===== config.mk =====
export PLATFORM = sky130hd
export DESIGN_NAME = shift_pipe_stage
export DESIGN_NICKNAME = d
export VERILOG_FILES = /design/src/rtl/shift_pipe_stage.sv
export SDC_FILE = /design/constraint.sdc
export NUM_CORES = 1
export LEC_CHECK = 0
export CAP_MARGIN = 30
export CORE_MARGIN = 2
export CORE_UTILIZATION = 45
export DETAILED_ROUTE_END_ITERATION = 8
export PLACE_DENSITY = 0.67
export SLEW_MARGIN = 10
export SYNTH_ARGS = -nofsm -noshare
export SYNTH_HDL_FRONTEND = slang
export SYNTH_SLANG_ARGS = --single-unit

===== constraint.sdc =====
create_clock -name clk -period 4.4 [get_ports clk]
set_input_delay 0.88 -clock clk [delete_from_list [all_inputs] [get_ports clk]]
set_output_delay 0.88 -clock clk [all_outputs]
set_load 0.01 [all_outputs]

===== src/rtl/shift_pipe_stage.sv =====
// shift_pipe_stage
//   Two-stage registered shifter front end for the ALU32 shifter path.
//   Stage 1 registers the operand beat {a, shamt, op}; stage 2 registers the
//   shifted result together with its zero/error flags. Valid/ready on both
//   sides, one operation per cycle when the consumer is ready, and exactly two
//   operations held when it stalls.
//
// Ports
//   clk        : clock, all state updates on the rising edge
//   rst        : asynchronous active-high reset
//   flush      : synchronous drop of every in-flight operation
//   in_valid   : operand beat valid
//   in_ready   : stage 1 can accept a beat (forced low while flush is high)
//   in_a       : value to shift
//   in_b       : shift amount source, only the low $clog2(WIDTH) bits are used
//   in_op      : 00 SLL, 01 SRL, 11 SRA, 10 reserved (passthrough + error)
//   out_valid  : result valid
//   out_ready  : consumer accepts the result
//   out_result : shifted value
//   out_zero   : out_result == 0
//   out_err    : operation used the reserved encoding
//   ops_done   : wrapping count of completed output handshakes
module shift_pipe_stage #(
    parameter int unsigned WIDTH   = 32,
    parameter int unsigned COUNT_W = 16
) (
    input  logic               clk,
    input  logic               rst,
    input  logic               flush,
    input  logic               in_valid,
    output logic               in_ready,
    input  logic [WIDTH-1:0]   in_a,
    input  logic [WIDTH-1:0]   in_b,
    input  logic [1:0]         in_op,
    output logic               out_valid,
    input  logic               out_ready,
    output logic [WIDTH-1:0]   out_result,
    output logic               out_zero,
    output logic               out_err,
    output logic [COUNT_W-1:0] ops_done
);

    localparam int unsigned SHAMT_W = $clog2(WIDTH);

    typedef enum logic [1:0] {
        OP_SLL = 2'b00,
        OP_SRL = 2'b01,
        OP_RSV = 2'b10,
        OP_SRA = 2'b11
    } shift_op_e;

    // Stage 1 registers
    logic               r_s1_valid;
    logic [WIDTH-1:0]   r_s1_a;
    logic [SHAMT_W-1:0] r_s1_shamt;
    shift_op_e          r_s1_op;

    // Stage 2 registers
    logic               r_s2_valid;
    logic [WIDTH-1:0]   r_s2_result;
    logic               r_s2_zero;
    logic               r_s2_err;
    logic [COUNT_W-1:0] r_ops_done;

    // Combinational
    logic               w_s2_adv;
    logic               w_accept;
    logic               w_out_hs;
    logic [WIDTH-1:0]   w_shift_res;
    logic               w_shift_err;

    // Stage 2 can take a new value when it is empty or being drained this edge.
    assign w_s2_adv = !r_s2_valid || out_ready;
    assign in_ready = !flush && (!r_s1_valid || w_s2_adv);
    assign w_accept = in_valid && in_ready;
    assign w_out_hs = r_s2_valid && out_ready;

    always_comb begin
        w_shift_res = r_s1_a;
        w_shift_err = 1'b0;
        case (r_s1_op)
            OP_SLL:  w_shift_res = r_s1_a << r_s1_shamt;
            OP_SRL:  w_shift_res = r_s1_a >> r_s1_shamt;
            OP_SRA:  w_shift_res = $unsigned($signed(r_s1_a) >>> r_s1_shamt);
            default: begin
                w_shift_res = r_s1_a;
                w_shift_err = 1'b1;
            end
        endcase
    end

    always_ff @(posedge clk or posedge rst) begin
        if (rst) begin
            r_s1_valid <= 1'b0;
            r_s1_a     <= '0;
            r_s1_shamt <= '0;
            r_s1_op    <= OP_SLL;
        end else if (flush) begin
            r_s1_valid <= 1'b0;
        end else if (w_accept) begin
            r_s1_valid <= 1'b1;
            r_s1_a     <= in_a;
            r_s1_shamt <= in_b[SHAMT_W-1:0];
            r_s1_op    <= shift_op_e'(in_op);
        end else if (w_s2_adv) begin
            r_s1_valid <= 1'b0;
        end
    end

    // Flush only clears the valid bit; data and flags may load stale values.
    always_ff @(posedge clk or posedge rst) begin
        if (rst) begin
            r_s2_valid  <= 1'b0;
            r_s2_result <= '0;
            r_s2_zero   <= 1'b0;
            r_s2_err    <= 1'b0;
        end else if (w_s2_adv) begin
            r_s2_valid  <= r_s1_valid && !flush;
            r_s2_result <= w_shift_res;
            r_s2_zero   <= (w_shift_res == '0);
            r_s2_err    <= w_shift_err;
        end else if (flush) begin
            r_s2_valid  <= 1'b0;
        end
    end

    // A handshake coinciding with flush still completes and is counted.
    always_ff @(posedge clk or posedge rst) begin
        if (rst) begin
            r_ops_done <= '0;
        end else if (w_out_hs) begin
            r_ops_done <= r_ops_done + COUNT_W'(1);
        end
    end

    assign out_valid  = r_s2_valid;
    assign out_result = r_s2_result;
    assign out_zero   = r_s2_zero;
    assign out_err    = r_s2_err;
    assign ops_done   = r_ops_done;

endmodule


==> qor.yml, run 1 <==
sta:
  slew_violations: 0
  fmax_mhz: 262.7
  period_minus_slack_ns: 3.807
  finalHoldViolCount: 0
  max-slew-margin-rel_pct: 45.41
  clock_skew_ns: 0.01334
  rsz0062_at_grt: "no"
  setup_ws_ns: 0.5934
  tightest_slew_ns: 0.8163
  setup_tns_ns: 0
  fin_crit_sh_pct: 86.51
  hold_slack_ns: 0.4732
  setup_viol: 0
placed_design:
  dp_slack_ns: 0.6734
  dp_hpwl_um: 21570
  portBuffers: 95
  place.gp.congestion: 1.110
pwr:
  power_density_nw_per_um2: 467.9
  peakVddDrop_uv: 275.5
  leakage_nw: 3.794
final_layout:
  layout_common_cells: "95 x clkdlybuf4s50_1, 92 x nor2_1, 87 x dfrtp_1, 84 x nand2_1, 70 x mux2_2"
  antenna_cells: 0
  area_growth_pct: 16.39
  nNetsFinal: 967
  nFillCells: 1680
  mostFrequentLayoutCell: "clkdlybuf4s50_1"
  drive_gt1_share_pct: 22.00
run:
  drv_cap: 0
yosys:
  synth_edf_count: 0
  synth.avg_cell_area_um2: 9.715
  synthArstFlopShare_pct: 100.0
  yosys.cell_types.count: 76
  syn_nets: 927
  ys_ff_latch: 91
  synth_area_leaders: "dfrtp_1 27%, mux4_2 15%, mux2_2 9.5%"
  yosys.area.top_type_share_pct: 27.41
  synthCells: 855
  synth_warnings: 0
  synth.largest_area_cell: "dfrtp_1"
  synth.cell_area_um2: 8307
  synthFlopType: "dfrtp_1"
  ys_seq_area_share_pct: 27.41
die:
  die_y_um: 139.9
  placementRows: 49
  start_util_pct: 46.08
  core_um2: 18020
  die_area_um2: 19560
  die_w_um: 139.9
  io-pin-count: 123
route:
  finalWirelength_um: 29530
  firstDrtPassIters: 6
  drtAntennaViolNets: 0
  wl_per_cell_um: 26.15
  drc: 0
  vias: 7622
  via_per_inst: 6.751
  drt_iter0_markers: 902
clock_network:
  numCtsBuffers: 9
  cts-htree-levels: 3
  cts_setup_buffers: 0
  path_clk_slew_ns: 0.07
  max-clock-path-buffers: 2
  post_cts.resized_instances: 0
  cts_tree: "yes"
  cts.sinks: 91
  root_buffer: "clkbuf_16"
  clk-insertion-delay-late_ns: 0.36
  hold_buffers: 0
hold_path:
  hold_path.class: "register to register"
  hp-start: "out_result[24]$_DFFE_PP0P_"
  min_to: "out_result[24]$_DFFE_PP0P_"
  worstHoldPathCells: 2
setup_path:
  critPathKind: "register to register"
  crit_path_max_incr_delay_ns: 0.91
  cp-start-kind: "register"
  path_cells: "buf_4 -> mux4_1 -> o22ai_1 -> a211oi_1 -> nor3_1 -> and4_1 -> nand4_1 -> o41ai_2"
  timing.rr.start: "r_s1_shamt[1]$_DFFE_PP0P_"
  cp.required_ns: 4.65
  regToRegEndpoint: "out_zero$_DFFE_PP0P_"
  critPathArrivalTime_ns: 4.06
  crit_start: "r_s1_shamt[1]$_DFFE_PP0P_"
  cp_max_fo: 47
  cp_slowest_cell: "dfrtp_4"
  crit_path_end_kind: "register"
  ff2ff_setup_slack_ns: 0.59
  rr_worst_depth: 8
grt:
  grt_max_degree: 48
  use_met2_pct: 45.80
  track_usage_pct: 30.39
  grt_overflow: 0
  grt_use_met3_pct: 5.643
  grt_pass1_vias: 7168
  grt_pass1_wl_um: 45470
  use_met1_pct: 43.70
  busiest_layer: "met2"
  antenna_found_initial: 0
run_status:
  outcome: "finished, final reports clean"
## critical path, delay by kind of cell, from the launching register on
family / cells / cell delay [ns]
flip-flops: 1 / 0.91
AO/OA/AOI/OAI: 3 / 0.79
AND/OR/NAND/NOR: 3 / 0.93
multiplexers: 1 / 0.65
buffers and inverters: 1 / 0.42
## state kept, by name, indices dropped and copies added, names as in the netlist
signal,count
out_err,1
out_valid,1
r_s1_a,32
r_s1_shamt,5
out_zero,1
ops_done,16
r_s1_op,2
out_result,32
r_s1_valid,1
## worst max-delay path by stage
stage | slack, ns | end | cells past startpoint
5_1_grt | 0.40 | out_zero$_DFFE_PP0P_ | 9
3_5_place_dp | 0.67 | out_zero$_DFFE_PP0P_ | 8
2_1_floorplan | 1.16 | ops_done[0]$_DFFE_PP0P_ | 1
6_report | 0.59 | out_zero$_DFFE_PP0P_ | 8
4_1_cts | 0.65 | out_zero$_DFFE_PP0P_ | 8
3_3_place_gp | 0.73 | out_zero$_DFFE_PP0P_ | 8
## logic make-up after synthesis
| kind of cell | count (synthesis) | synth area share, % |
|---|---|---|
| xor gates and xnor gates | 15 | 1.582 |
| DFF | 91 | 27.41 |
| AOI/OAI and AO/OA | 179 | 15.02 |
| muxes | 191 | 34.66 |
| buffers and inverters | 110 | 6.296 |
| adders and majority gates | 1 | 0.1506 |
| and+or+nand+nor | 268 | 14.88 |
## through the flow
step / cells / area, µm² / util (%) / total power [mW]
3_5_place_dp: 1113 / 9370 / 51.99 / 3.680
5_1_grt: 1129 / 9668 / 53.64 / 4.734
4_1_cts: 1129 / 9668 / 53.64 / 4.485
2_1_floorplan: 855 / 8307 / - / 2.773
6_report: 1129 / 9668 / 53.64 / 4.524
3_3_place_gp: 1112 / 9350 / 51.87 / 3.672
## cells in the mapped netlist (6+ instances only)
master	instances
a31oi_1	13
o21ai_0	25
nand4_1	6
nand3_1	16
mux2_2	70
mux2i_1	53
xnor2_1	12
nand2b_1	8
mux4_1	10
o211ai_1	15
mux4_2	56
o22ai_1	12
buf_1	8
nor2_1	92
clkbuf_1	57
a21oi_1	33
and2_1	6
a221oi_1	9
nand2_1	85
a211oi_1	11
nor3_1	18
dfrtp_1	91
nor2b_1	11
inv_1	8
buf_2	28
## per-layer routing
layer,wire length [µm],part of all wire [%]
met1,12340,42
met2,13180,45
met3,2880,9.8
met4,1125,3.8
met5,0,0
## area by class of cell
type | count | area, µm² | share of cell area (%)
clock buffer | 9 | 225.2 | 2.329
timing repair buffer | 130 | 1251 | 12.94
inverter | 9 | 36.28 | 0.3753
tap | 229 | 286.5 | 2.964
multi-input combinational | 654 | 5512 | 57.01
clock inverter | 7 | 72.57 | 0.7506
sequential | 91 | 2285 | 23.63
## report_power, final
group | leakage [nW] | internal, mW | switching [mW]
combinational | 2.54 | 1.13 | 1.24
clock | 0.143 | 0.401 | 0.391
sequential | 1.12 | 1.02 | 0.344
Note: power is estimated with default switching activity, not from simulation.
==> inputs of run 2 (changes only) <==
==> constraint.sdc (replaced) <==
create_clock -name clk -period 4.6 [get_ports clk]
set_input_delay 0.92 -clock clk [delete_from_list [all_inputs] [get_ports clk]]
set_output_delay 0.92 -clock clk [all_outputs]
set_load 0.01 [all_outputs]
==> run 2 against run 1 <==
Effect of this change:
- critical path depth is 1 higher
- global-route usage is 0.12 points lower
- critical endpoint unchanged
- register-to-register slack better by 0.17 ns
- sequential cell count stayed put
- hold slack worse by 0.0022 ns
- clock skew is 0.0043 ns higher
- clock-buffer cell count stayed put
- sequential power is 4% lower
==> qor.yml, run 2 (same netlist as run 1, synthesis figures left out) <==
die:
  die_y_um: 139.9  # unchanged
  start_util_pct: 46.08  # unchanged
  io-pin-count: 123  # unchanged
  die_w_um: 139.9  # unchanged
  die_area_um2: 19560  # unchanged
  core_um2: 18020  # unchanged
  placementRows: 49  # unchanged
sta:
  fmax_mhz: 260.6  # -0.80%
  hold_slack_ns: 0.4710  # -0.002220 ns
  tightest_slew_ns: 0.9961  # +0.1798 ns
  period_minus_slack_ns: 3.837  # +0.03053 ns
  finalHoldViolCount: 0  # unchanged
  fin_crit_sh_pct: 83.42  # -3.1 points
  slew_violations: 0  # unchanged
  setup_ws_ns: 0.7629  # +0.1695 ns
  setup_viol: 0  # unchanged
  max-slew-margin-rel_pct: 31.87  # -14 points
  clock_skew_ns: 0.01766  # +0.004310 ns
  rsz0062_at_grt: "no"
  setup_tns_ns: 0  # unchanged
route:
  vias: 7536  # -1.1%
  via_per_inst: 6.693  # -0.86%
  firstDrtPassIters: 5  # -1
  wl_per_cell_um: 26.05  # -0.39%
  finalWirelength_um: 29330  # -0.66%
  drt_iter0_markers: 770  # -15%
  drc: 0  # unchanged
  drtAntennaViolNets: 0  # unchanged
clock_network:
  clk-insertion-delay-late_ns: 0.37  # about the same
  max-clock-path-buffers: 2  # unchanged
  hold_buffers: 0  # unchanged
  post_cts.resized_instances: 0  # unchanged
  root_buffer: "clkbuf_16"
  path_clk_slew_ns: 0.08  # about the same
  cts_setup_buffers: 0  # unchanged
  cts_tree: "yes"
  cts.sinks: 91  # unchanged
  cts-htree-levels: 3  # unchanged
  numCtsBuffers: 9  # unchanged
final_layout:
  layout_common_cells: "95 x clkdlybuf4s50_1, 92 x nor2_1, 87 x dfrtp_1, 84 x nand2_1, 70 x mux2_2"
  nFillCells: 1713  # +2.0%
  fin_cells: 1126  # -0.27%
  drive_gt1_share_pct: 21.65  # -0.35 points
  nNetsFinal: 963  # -0.41%
  mostFrequentLayoutCell: "clkdlybuf4s50_1"
  area_growth_pct: 15.91
  design_area_um2: 9628  # -0.41%
placed_design:
  dpl-instance-area_um2: 9308  # -0.67%
  dp.cells: 1108  # -0.45%
  place.gp.congestion: 1.071  # -3.5%
  portBuffers: 95  # unchanged
  dp_slack_ns: 0.8387  # +0.1653 ns
  dp_hpwl_um: 21240  # -1.5%
setup_path:
  cp-start-kind: "register"
  critPathKind: "register to register"
  crit_path_end_kind: "register"
  path_cells: "buf_4 -> mux4_2 -> nand2_1 -> and3_1 -> a311oi_1 -> o32ai_1 -> nor4b_2 -> nand4_1 -> o41ai_2"
  crit_path_max_incr_delay_ns: 1.00  # +0.09 ns
  cp_slowest_cell: "dfrtp_4"
  critPathArrivalTime_ns: 4.09  # +0.03 ns
  cp.required_ns: 4.85  # +0.20 ns
  cp_max_fo: 56  # +19%
pwr:
  power_density_nw_per_um2: 448.3  # -4.2%
  leakage_nw: 3.770  # -0.63%
  peakVddDrop_uv: 247.3  # -10%
run:
  drv_cap: 0  # unchanged
grt:
  antenna_found_initial: 0  # unchanged
  grt_max_degree: 61  # +27%
  grt_pass1_vias: 7063  # -1.5%
  grt_overflow: 0  # unchanged
  grt_pass1_wl_um: 45130  # -0.76%
  track_usage_pct: 30.28  # -0.12 points
run_status:
  outcome: "finished, final reports clean"
hold_path:
  hold_path.class: "register to register"
[run 2: cell count changes in the layout (fill, tap and decap cells not counted), sizes merged]
| cell | delta |
|---|---|
| buf | -4 |
| diode | +1 |
[run 2: power by group]
part	switching, mW	internal [mW]	total, mW
Sequential	0.335	0.974	1.31
Clock	0.378	0.383	0.762
Combinational	1.17	1.07	2.25
[run 2: path summary, 6_finish.rpt]
kind / startpoint / end / slack [ns] / depth (start not counted)
setup / recovery: r_s1_shamt[1]$_DFFE_PP0P_ / out_zero$_DFFE_PP0P_ / 0.76 / 9
hold / removal: ops_done[15]$_DFFE_PP0P_ / ops_done[15]$_DFFE_PP0P_ / 0.47 / 1
setup reg to reg: r_s1_shamt[1]$_DFFE_PP0P_ / out_zero$_DFFE_PP0P_ / 0.76 / 9
hold reg to reg: ops_done[15]$_DFFE_PP0P_ / ops_done[15]$_DFFE_PP0P_ / 0.47 / 1
max in group asynchronous: rst / out_result[28]$_DFFE_PP0P_ / 2.63 / 3
min in group asynchronous: rst / r_s1_a[24]$_DFFE_PP0P_ / 1.04 / 2
[run 2: area by class of cell]
cell class	count	area (µm²)	area share (%)
timing repair buffer	126	1209	12.55
sequential	91	2285	23.73
multi-input combinational	654	5512	57.25
tap	229	286.5	2.976
antenna	1	2.502	0.02599
inverter	9	36.28	0.3769
clock inverter	7	72.57	0.7537
clock buffer	9	225.2	2.339
[run 2: metrics by stage]
stage | power, mW | utilization (%)
after floorplan | 2.652 | -
after global placement | 3.499 | 51.64
after detailed placement | 3.515 | 51.64
after CTS | 4.284 | 53.29
after global routing | 4.534 | 53.40
final | 4.316 | 53.42
[run 2: critical path: cells and delay by family, from the launching register on]
kind / cells / cell delay (ns)
compound gates: 3 / 0.98
buf+inv: 1 / 0.42
mux: 1 / 0.59
flops: 1 / 1.00
simple gates: 4 / 0.71
[run 2: metal layers]
layer | up-vias | track usage, % | share of wire [%]
li1 | 3297 | - | -
met1 | 3731 | 43.48 | 42
met2 | 448 | 44.49 | 44
met3 | 60 | 7.674 | 9.8
met4 | 0 | 10.32 | 3.5
met5 | - | 1.754 | 0
==> RTL change (config.mk and constraints of run 1) <==
Put one more register stage on the output `out_err`, without a reset. The value now appears one clock later. The other outputs are not delayed to match.
--- a/src/rtl/shift_pipe_stage.sv
+++ b/src/rtl/shift_pipe_stage.sv
@@ -136,7 +136,9 @@
     assign out_valid  = r_s2_valid;
     assign out_result = r_s2_result;
     assign out_zero   = r_s2_zero;
-    assign out_err    = r_s2_err;
+    always_ff @(posedge clk) begin
+        out_err <= r_s2_err;
+    end
     assign ops_done   = r_ops_done;
 
 endmodule
Check against the original RTL: not equivalent (Yosys sat finds a counterexample within 4 cycles, from zero or initial values and one cycle with rst high).
==> RTL change against run 1 <==
  * The flow now finishes with violations (design-rule violations)
  * Cell area rose by 0.14%
  * Synthesized area rose by 0.24%
  * Via count fell by 1.4%
  * Wire length fell by 2.6%
  * Final cell count is essentially flat
  * Clock power increased by 2%
  * Worst setup slack better by 93 ps
  * Die area up 0.24%
  * Global-route usage fell by 0.68 points
  * Total power rose by 0.15%
  * Worst hold slack worse by 98 ps
  * Sequential cell count increased by 1
  * Critical endpoint unchanged
==> RTL change: results (changes against run 1) <==
Run status
  • Status: finished with violations (was complete, no violations)
  • Failing checks: design-rule violations

Timing
  • Tmin final: 3710 ps (was 3810 ps)
  • Hold_ws: 376 ps (was 473 ps)
  • Worst-Margin Slew: 895 ps (was 816 ps)
  • Worst Skew: 16.2 ps (was 13.3 ps)

Power and ir drop
  • P_comb: 2.32 mW (was 2.37 mW)
  • P_leak: 3.80 nW (was 3.79 nW)
  • Switching Fraction: 43.5% (was 43.7%)
  • VDD IR max: 0.253 mV (was 0.275 mV)
  • Combinational power share: 51.2% (was 52.4%)
  • P_clk: 0.807 mW (was 0.791 mW)

Drt
  • DRC: 8 (was 0)
  • DR WL/cell: 25.5 um (was 26.2 um)
  • DR iter-0 viols: 824 (was 902)
  • Wire length on met1: 12100 um (was 12300 um)
  • Drt total wl: 28800 um (was 29500 um)
  • Detailed Routing Iterations Pass 1: 8 (was 6)

Place
  • Post-DP HPWL: 21000 um (was 21600 um)
  • Placed insts: 1112 (was 1113)
  • Setup WS pre-CTS: 767 ps (was 673 ps)
  • Placement Cell Area: 9380 um^2 (was 9370 um^2)
  • GP Congestion: 1.07 (was 1.11)

Logic synthesis
  • Async SR Flop Fraction: 98.9% (was 100%)
  • Netlist cell types: 77 (was 76)
  • Register area share after synthesis: 27.6% (was 27.4%)
  • Synth top cells by count: nor2_1, dfrtp_1, nand2_1 (unchanged)
  • Mean Syn Cell Area: 9.73 um^2 (was 9.72 um^2)

Worst setup path
  • Crit-path max cell delay: 1010 ps (was 910 ps)
  • CP arrival: 3970 ps (was 4060 ps)
  • CP top delay family: flip-flops (was simple AND/OR/NAND/NOR gates)
  • Critical path fanouts, max: 54 (was 47)

Hold path
  • HP Start: r_s2_err (was out_result[24])
  • Hold depth: 0 (was 2)
  • Worst Hold Endpoint: out_err (was out_result[24])

Final layout
  • Fill cell count: 1641 (was 1680)
  • Share of layout cells above drive strength 1: 21.9% (was 22.0%)

Clocking
  • CTS buffer count: 9 (unchanged)

Global route
  • Gr usage total: 29.7% (was 30.4%)
  • Largest net degree at the start of global routing: 55 (was 48)
  • First-pass GRT wire length: 44600 um (was 45500 um)
[RTL change: area by class of cell]
| class | count | area (um^2) | share of cell area (%) |
|---|---|---|---|
| clock inverters | 7 | 73.8 | 0.762 |
| well taps | 229 | 287 | 2.96 |
| clock buffers | 9 | 225 | 2.33 |
| multi-input cells | 654 | 5520 | 57.0 |
| flip-flops and latches | 92 | 2310 | 23.8 |
| repair buffers | 128 | 1240 | 12.8 |
| inverters | 9 | 36.3 | 0.375 |
[RTL change: metal layers]
metal / up-vias / global-route usage [%]
li1: 3316 / -
met1: 3667 / 43.3
met2: 474 / 45.1
met3: 55 / 5.81
met4: 0 / 9.20
met5: - / 0
[RTL change: cell families after synthesis]
kind of cell | Yosys count | synth area share, %
mux | 191 | 34.6
buf+inv | 110 | 6.28
compound gates | 179 | 15.0
fa+ha+maj | 1 | 0.150
xor+xnor | 15 | 1.58
simple gates | 268 | 14.8
flops | 92 | 27.6
